==> config.mk <==
export PLATFORM = sky130hd
export DESIGN_NAME = alu_exec_unit
export DESIGN_NICKNAME = d
export VERILOG_FILES = /design/src/rtl/alu_exec_unit.sv
export SDC_FILE = /design/constraint.sdc
export NUM_CORES = 1
export LEC_CHECK = 0
export ABC_AREA = 1
export BUFFER_PORTS_ARGS = -buffer_cell sky130_fd_sc_hd__clkbuf_2
export CAP_MARGIN = 20
export CORE_UTILIZATION = 40
export CTS_BUF_LIST = sky130_fd_sc_hd__clkbuf_8
export CTS_CLUSTER_SIZE = 14
export DETAILED_ROUTE_END_ITERATION = 7
export HOLD_SLACK_MARGIN = 0.05
export MAX_ROUTING_LAYER = met4
export SYNTH_ARGS = -nofsm -noshare
export SYNTH_HDL_FRONTEND = slang
export SYNTH_SLANG_ARGS = --single-unit
==> constraint.sdc <==
create_clock -name clk -period 3.5 [get_ports clk]
set_clock_uncertainty 0.05 [all_clocks]
set_input_delay 0.175 -clock clk [delete_from_list [all_inputs] [get_ports clk]]
set_output_delay 0.175 -clock clk [all_outputs]
set_load 0.01 [all_outputs]
==> src/rtl/alu_exec_unit.sv <==
// ---------------------------------------------------------------------------
// alu_pkg + alu_exec_unit
//
// Execute-stage ALU. One-cycle arithmetic/logic ops, iterative shifter that
// retires up to SHIFT_STEP bits per cycle. Produces the result and the
// ZF/SF/OF/CF flags consumed by the branch unit.
//
// Ports
//   clk        in   1      clock, all state on rising edge
//   rst        in   1      synchronous active-high reset
//   in_valid   in   1      operation offered
//   in_ready   out  1      unit can accept (high only in IDLE)
//   aluctr     in   alu_t  operation code from alu_control
//   op_a       in   XLEN   operand A (rs1/PC)
//   op_b       in   XLEN   operand B (rs2/imm); shift amount in low bits
//   out_valid  out  1      result/flags valid (DONE)
//   out_ready  in   1      consumer accepts result
//   result     out  XLEN   ALU result
//   zf/sf/of/cf out 1      zero / sign / signed-overflow / carry-borrow
//   illegal    out  1      aluctr was ALU_UNDEFINED or an unknown code
//   dbg_state  out  2      current FSM state (IDLE=0, SHIFT=1, DONE=2)
//
// Handshake: an input transfer happens on a rising edge where
// in_valid && in_ready; an output transfer happens on a rising edge where
// out_valid && out_ready. A producer may not retract its valid before the
// transfer; ready never depends combinationally on the partner's valid.
// ---------------------------------------------------------------------------
package alu_pkg;
  typedef enum logic [3:0] {
    ALU_ADD       = 4'd0,
    ALU_SUB       = 4'd1,
    ALU_AND       = 4'd2,
    ALU_OR        = 4'd3,
    ALU_XOR       = 4'd4,
    ALU_SLT       = 4'd5,
    ALU_SLTU      = 4'd6,
    ALU_SLL       = 4'd7,
    ALU_SRL       = 4'd8,
    ALU_SRA       = 4'd9,
    ALU_UNDEFINED = 4'd10
  } alu_t;
endpackage

module alu_exec_unit
  import alu_pkg::*;
#(
  parameter int XLEN       = 32,
  parameter int SHIFT_STEP = 1
) (
  input  logic            clk,
  input  logic            rst,
  input  logic            in_valid,
  output logic            in_ready,
  input  alu_t            aluctr,
  input  logic [XLEN-1:0] op_a,
  input  logic [XLEN-1:0] op_b,
  output logic            out_valid,
  input  logic            out_ready,
  output logic [XLEN-1:0] result,
  output logic            zf,
  output logic            sf,
  output logic            of,
  output logic            cf,
  output logic            illegal,
  output logic [1:0]      dbg_state
);

  localparam int SHW = $clog2(XLEN);
  // One extra bit so SHIFT_STEP == XLEN is still representable.
  localparam logic [SHW:0] STEP = (SHW+1)'(SHIFT_STEP);

  typedef enum logic [1:0] {
    S_IDLE  = 2'd0,
    S_SHIFT = 2'd1,
    S_DONE  = 2'd2
  } state_t;

  // -------------------------------------------------------------------------
  // State
  // -------------------------------------------------------------------------
  state_t          state_q,   state_d;
  alu_t            kind_q,    kind_d;
  logic [XLEN-1:0] shreg_q,   shreg_d;
  logic [SHW:0]    rem_q,     rem_d;
  logic [XLEN-1:0] result_q,  result_d;
  logic            zf_q,      zf_d;
  logic            sf_q,      sf_d;
  logic            of_q,      of_d;
  logic            cf_q,      cf_d;
  logic            illegal_q, illegal_d;

  // -------------------------------------------------------------------------
  // Single-cycle arithmetic
  // -------------------------------------------------------------------------
  logic [XLEN:0] add_full;
  logic [XLEN:0] sub_full;
  logic          add_of;
  logic          sub_of;
  logic          slt;
  logic          sltu;

  assign add_full = {1'b0, op_a} + {1'b0, op_b};
  // Bit XLEN of the widened difference is the borrow, i.e. unsigned a < b.
  assign sub_full = {1'b0, op_a} - {1'b0, op_b};
  // Overflow: operands of equal sign (ADD) / opposite sign (SUB) produce
  // a result whose sign differs from op_a.
  assign add_of   = (op_a[XLEN-1] == op_b[XLEN-1]) &&
                    (add_full[XLEN-1] != op_a[XLEN-1]);
  assign sub_of   = (op_a[XLEN-1] != op_b[XLEN-1]) &&
                    (sub_full[XLEN-1] != op_a[XLEN-1]);
  assign slt      = $signed(op_a) < $signed(op_b);
  assign sltu     = op_a < op_b;

  // -------------------------------------------------------------------------
  // Iterative shifter. In IDLE it works directly on the incoming operands so
  // the first step happens on the accept edge; in SHIFT it continues from the
  // partially shifted register. A shift of k steps therefore presents its
  // result k cycles after acceptance, and a zero-amount shift degenerates to
  // a one-cycle pass-through of op_a.
  // -------------------------------------------------------------------------
  logic [XLEN-1:0] sh_src;
  logic [SHW:0]    sh_rem;
  alu_t            sh_kind;
  logic [SHW:0]    sh_step;
  logic [XLEN-1:0] sh_out;
  logic [SHW:0]    sh_rem_next;

  always_comb begin
    if (state_q == S_IDLE) begin
      sh_src  = op_a;
      sh_rem  = {1'b0, op_b[SHW-1:0]};  // upper bits of op_b ignored
      sh_kind = aluctr;
    end else begin
      sh_src  = shreg_q;
      sh_rem  = rem_q;
      sh_kind = kind_q;
    end
    sh_step = (sh_rem < STEP) ? sh_rem : STEP;
    case (sh_kind)
      ALU_SLL: sh_out = sh_src << sh_step;
      ALU_SRA: sh_out = $signed(sh_src) >>> sh_step;
      default: sh_out = sh_src >> sh_step;
    endcase
    sh_rem_next = sh_rem - sh_step;
  end

  // -------------------------------------------------------------------------
  // Opcode decode for an operation presented in IDLE
  // -------------------------------------------------------------------------
  logic [XLEN-1:0] res_c;
  logic            cf_c;
  logic            of_c;
  logic            ill_c;
  logic            is_shift_c;

  always_comb begin
    res_c      = '0;
    cf_c       = 1'b0;
    of_c       = 1'b0;
    ill_c      = 1'b0;
    is_shift_c = 1'b0;
    case (aluctr)
      ALU_ADD: begin
        res_c = add_full[XLEN-1:0];
        cf_c  = add_full[XLEN];
        of_c  = add_of;
      end
      ALU_SUB: begin
        res_c = sub_full[XLEN-1:0];
        cf_c  = sub_full[XLEN];
        of_c  = sub_of;
      end
      ALU_AND:  res_c = op_a & op_b;
      ALU_OR:   res_c = op_a | op_b;
      ALU_XOR:  res_c = op_a ^ op_b;
      ALU_SLT:  res_c = {{(XLEN-1){1'b0}}, slt};
      ALU_SLTU: res_c = {{(XLEN-1){1'b0}}, sltu};
      ALU_SLL, ALU_SRL, ALU_SRA: begin
        res_c      = sh_out;
        is_shift_c = 1'b1;
      end
      // ALU_UNDEFINED and any unassigned encoding: result stays 0 (so zf=1).
      default:  ill_c = 1'b1;
    endcase
  end

  // -------------------------------------------------------------------------
  // FSM next-state and datapath register updates
  // -------------------------------------------------------------------------
  always_comb begin
    state_d   = state_q;
    kind_d    = kind_q;
    shreg_d   = shreg_q;
    rem_d     = rem_q;
    result_d  = result_q;
    zf_d      = zf_q;
    sf_d      = sf_q;
    of_d      = of_q;
    cf_d      = cf_q;
    illegal_d = illegal_q;

    case (state_q)
      S_IDLE: begin
        if (in_valid) begin
          if (is_shift_c && (sh_rem_next != '0)) begin
            state_d = S_SHIFT;
            kind_d  = aluctr;
            shreg_d = sh_out;
            rem_d   = sh_rem_next;
          end else begin
            state_d   = S_DONE;
            result_d  = res_c;
            zf_d      = (res_c == '0);
            sf_d      = res_c[XLEN-1];
            of_d      = of_c;
            cf_d      = cf_c;
            illegal_d = ill_c;
          end
        end
      end

      S_SHIFT: begin
        shreg_d = sh_out;
        rem_d   = sh_rem_next;
        if (sh_rem_next == '0) begin
          state_d   = S_DONE;
          result_d  = sh_out;
          zf_d      = (sh_out == '0);
          sf_d      = sh_out[XLEN-1];
          of_d      = 1'b0;
          cf_d      = 1'b0;
          illegal_d = 1'b0;
        end
      end

      // Result and flags are held untouched until the consumer takes them.
      S_DONE: begin
        if (out_ready) begin
          state_d = S_IDLE;
        end
      end

      default: state_d = S_IDLE;
    endcase
  end

  always_ff @(posedge clk) begin
    if (rst) begin
      state_q   <= S_IDLE;
      kind_q    <= ALU_ADD;
      shreg_q   <= '0;
      rem_q     <= '0;
      result_q  <= '0;
      zf_q      <= 1'b0;
      sf_q      <= 1'b0;
      of_q      <= 1'b0;
      cf_q      <= 1'b0;
      illegal_q <= 1'b0;
    end else begin
      state_q   <= state_d;
      kind_q    <= kind_d;
      shreg_q   <= shreg_d;
      rem_q     <= rem_d;
      result_q  <= result_d;
      zf_q      <= zf_d;
      sf_q      <= sf_d;
      of_q      <= of_d;
      cf_q      <= cf_d;
      illegal_q <= illegal_d;
    end
  end

  // -------------------------------------------------------------------------
  // Outputs
  // -------------------------------------------------------------------------
  assign in_ready  = (state_q == S_IDLE);
  assign out_valid = (state_q == S_DONE);
  assign result    = result_q;
  assign zf        = zf_q;
  assign sf        = sf_q;
  assign of        = of_q;
  assign cf        = cf_q;
  assign illegal   = illegal_q;
  assign dbg_state = state_q;

endmodule
==> metrics.csv <==
stage,metric,value,unit
worst_hold_path,hold path depth,3,
sta,Tcrit/Tclk final,91.6,%
placement,placed cell areas,12600,sq um
global_route,largest net degree at the start of global routing,52,
sta,fin worst setup slack,0.295,ns
sta,"Setup violations, final",0,
yosys,"flops & latches, synth",80,
drt,Final ANT Viol Nets,0,
job,Max-Cap Viols,0,
finish,Final Util,44.7,%
worst_setup_path,"Arr. time, crit path",3.46,ns
floorplan,Starting Density,40.6,%
floorplan,Rows,62,
clock_tree,Worst-path clk slew,0.10,ns
finish,layout cells sized above 1,9.60,%
yosys,warnings from Yosys,0,
yosys,most frequent cell after synthesis,nand2_1,
finish,"Net count, final",2417,
placement,Port-buffer cells,112,
yosys,most frequent cells after synthesis,"nand2_1, inv_1, nor2_1, nand3_1, a21oi_1",
sta,Setup TNS,0,ns
finish,Antenna Cells,0,
pwr,Worst VDD drop,179,uV
yosys,fraction of registers with async set/reset,0,%
worst_setup_path,"critical path fanouts, max",24,
worst_setup_path,R2R setup slack,0.30,ns
drt,router iterations before antenna repair,6,
worst_setup_path,reg2reg path depth,18,
pwr,total power draw,4.41,mW
clock_tree,Num CTS Buffers,9,
pwr,pwr dens,343,nW/um^2
finish,final std cells w/o fill,2635,
clock_tree,"Setup Fix Bufs, Post-CTS",0,
drt,"wirelength, routed",52900,um
sta,fmax,0.312,GHz
sta,Hold WS,0.108,ns
floorplan,Die ar.,29800,sq um
placement,post-detail-place hpwl,43700,um
placement,Placed Instances,2618,
clock_tree,H-tree depth,3,
clock_tree,CTS Sinks,80,
yosys,Yosys top cell by area,nand2_1,
clock_tree,CTS Root Cell,clkbuf_8,
worst_setup_path,CP startpoint,dbg_state[1]$_SDFFE_PP0P_,
yosys,ys flop type,dfxtp_1,
worst_setup_path,kind of end point of the critical path,flop,
drt,routed vias,14200,
sta,RSZ-0062 raised after global routing,no,
global_route,first-pass GRT wire length,79100,um
worst_setup_path,CP endpoint,zf$_SDFFE_PP0P_,
clock_tree,Max clock buf depth,2,
sta,endpoints failing hold,0,
floorplan,IO Pins,113,
yosys,Syn Area/Cell,5.37,sq um
yosys,share of the synthesized area in the top cell type,20.5,%
clock_tree,Clock Latency Late Sink,0.38,ns
yosys,Mapped Area,11600,sq um
drt,wire per inst,20.1,um
run_status,run status,"complete, no violations",
placement,Post-Place Worst Slack,0.101,ns
finish,final instance area,12800,sq um
global_route,initial antenna violation count,0,
global_route,GRT overflow,0,
worst_setup_path,critical path startpoint category,flop,
global_route,number of global-route vias before repair,13100,
floorplan,DIE HEIGHT,173,um
sta,min cycle time layout,3.20,ns
yosys,Mapped Cells,2171,
pwr,Lkg Pwr,7.12,nW
yosys,Yosys cell types,49,
worst_setup_path,Critical R2R Capture,zf$_SDFFE_PP0P_,
finish,area delta synth->final,10.2,%
worst_setup_path,FF-to-FF Start,dbg_state[1]$_SDFFE_PP0P_,
worst_hold_path,Hold Crit Class,input pin to flop,
sta,Slew Limit Fails,0,
clock_tree,CTS tree,done,
floorplan,Die W,173,um
placement,GP Congestion,0.986,
drt,initial DRC count,1121,
yosys,"Seq/Total Area, Yosys",13.7,%
yosys,largest cells by area after synthesis,"nand2_1, dfxtp_1, inv_1",
worst_setup_path,worst path required time,3.76,ns
floorplan,core outline area,28700,sq um
global_route,GRT Util Overall,36.0,%
drt,drt drc,0,
yosys,"Net Count, Synth",2342,
worst_setup_path,type of the worst setup path,flop to flop,
sta,Tightest Pin Transition,1.08,ns
sta,Max transition margin,28.0,%
drt,vias per cell,5.38,
yosys,Post-synth EDFFs,0,
## flip-flops by register name, indices dropped and copies added, names as in the netlist
register,cells
result,32
shreg_q,32
rem_q,6
kind_q,4
dbg_state,2
cf,1
illegal,1
of,1
zf,1
## metal layers
metal,global-route usage [%],up-vias,routed length (um)
li1,-,6995,-
met4,16.3,0,2820
met5,-,-,0
met2,57.6,586,23700
met3,3.91,102,3390
met1,45.6,6495,23000
## power breakdown
group          switching [mW]  internal, mW  leakage [nW]
Clock                   0.422         0.270        0.0848
Sequential             0.0752          1.06         0.659
Combinational            1.82         0.760          6.38
## worst max-delay path: stages, from the launching register on
cell and delay (ns):
dfxtp_2 0.42, nor2_4 0.11, buf_6 0.20, nand2_1 0.07, nand2_1 0.12, nor2_4 0.28
nand2_2 0.22, buf_12 0.22, nand2_1 0.07, nand3_1 0.11, nand3_1 0.26, nand3_1 0.15
nor2_2 0.28, nand2_1 0.11, nor2_1 0.11, nand2_1 0.07, nor2_1 0.09, nand2_1 0.06
a21oi_1 0.11
## kinds of logic after synthesis
kind of cell / count (synthesis) / synth area share, %
buffers and inverters: 473 / 16.4
adder cells (fa/ha/maj): 99 / 10.8
flip-flops: 80 / 13.7
AO/OA/AOI/OAI: 352 / 16.5
AND/OR/NAND/NOR: 1160 / 42.1
XOR/XNOR: 7 / 0.526
## final cells by class
class                      count  area [sq um]
fill                        3292         15900
multi-input combinational   1618          8160
sequential                    80          1600
inverter                     381          1440
timing repair buffer         156           976
tap                          384           480
clock buffer                   9           124
clock inverter                 7          60.1
## repair_timing
item,CTS,global route
endpoints found under the setup margin,0,4
hold endpoints to repair,1,0
hold buffers,1,0
resized for setup,0,6
## worst min-delay path by stage
| stage | from | to | slack [ns] |
|---|---|---|---|
| CTS | in_valid | kind_q[3]$_SDFFE_PP0P_ | 0.09 |
| floorplan | rst | result[17]$_SDFFE_PP0P_ | 0.28 |
| finish | in_valid | kind_q[3]$_SDFFE_PP0P_ | 0.11 |
| global route | in_valid | kind_q[3]$_SDFFE_PP0P_ | 0.12 |
| detailed placement | shreg_q[3]$_SDFFE_PP0P_ | shreg_q[3]$_SDFFE_PP0P_ | 0.39 |
| global placement | shreg_q[23]$_SDFFE_PP0P_ | shreg_q[23]$_SDFFE_PP0P_ | 0.39 |
## layout by cell type (no fill, tap or decap), drive strengths merged, types with 2 or more instances in the layout
cell type  instances
nand2            647
inv              383
nor2             246
nand3            198
o21ai            147
a21oi            129
clkbuf           121
ha                97
dfxtp             80
buf               43
nand4             32
o22ai             29
nor3              19
o211ai            14
a31oi             13
o21bai             7
xor2               6
or2                6
and2               5
a211oi             4
a221oi             3
o21a               3
nor4               3
clkinvlp           3
clkinv             2
nand3b             2
fa                 2
Power figures use the tool's default switching activity.
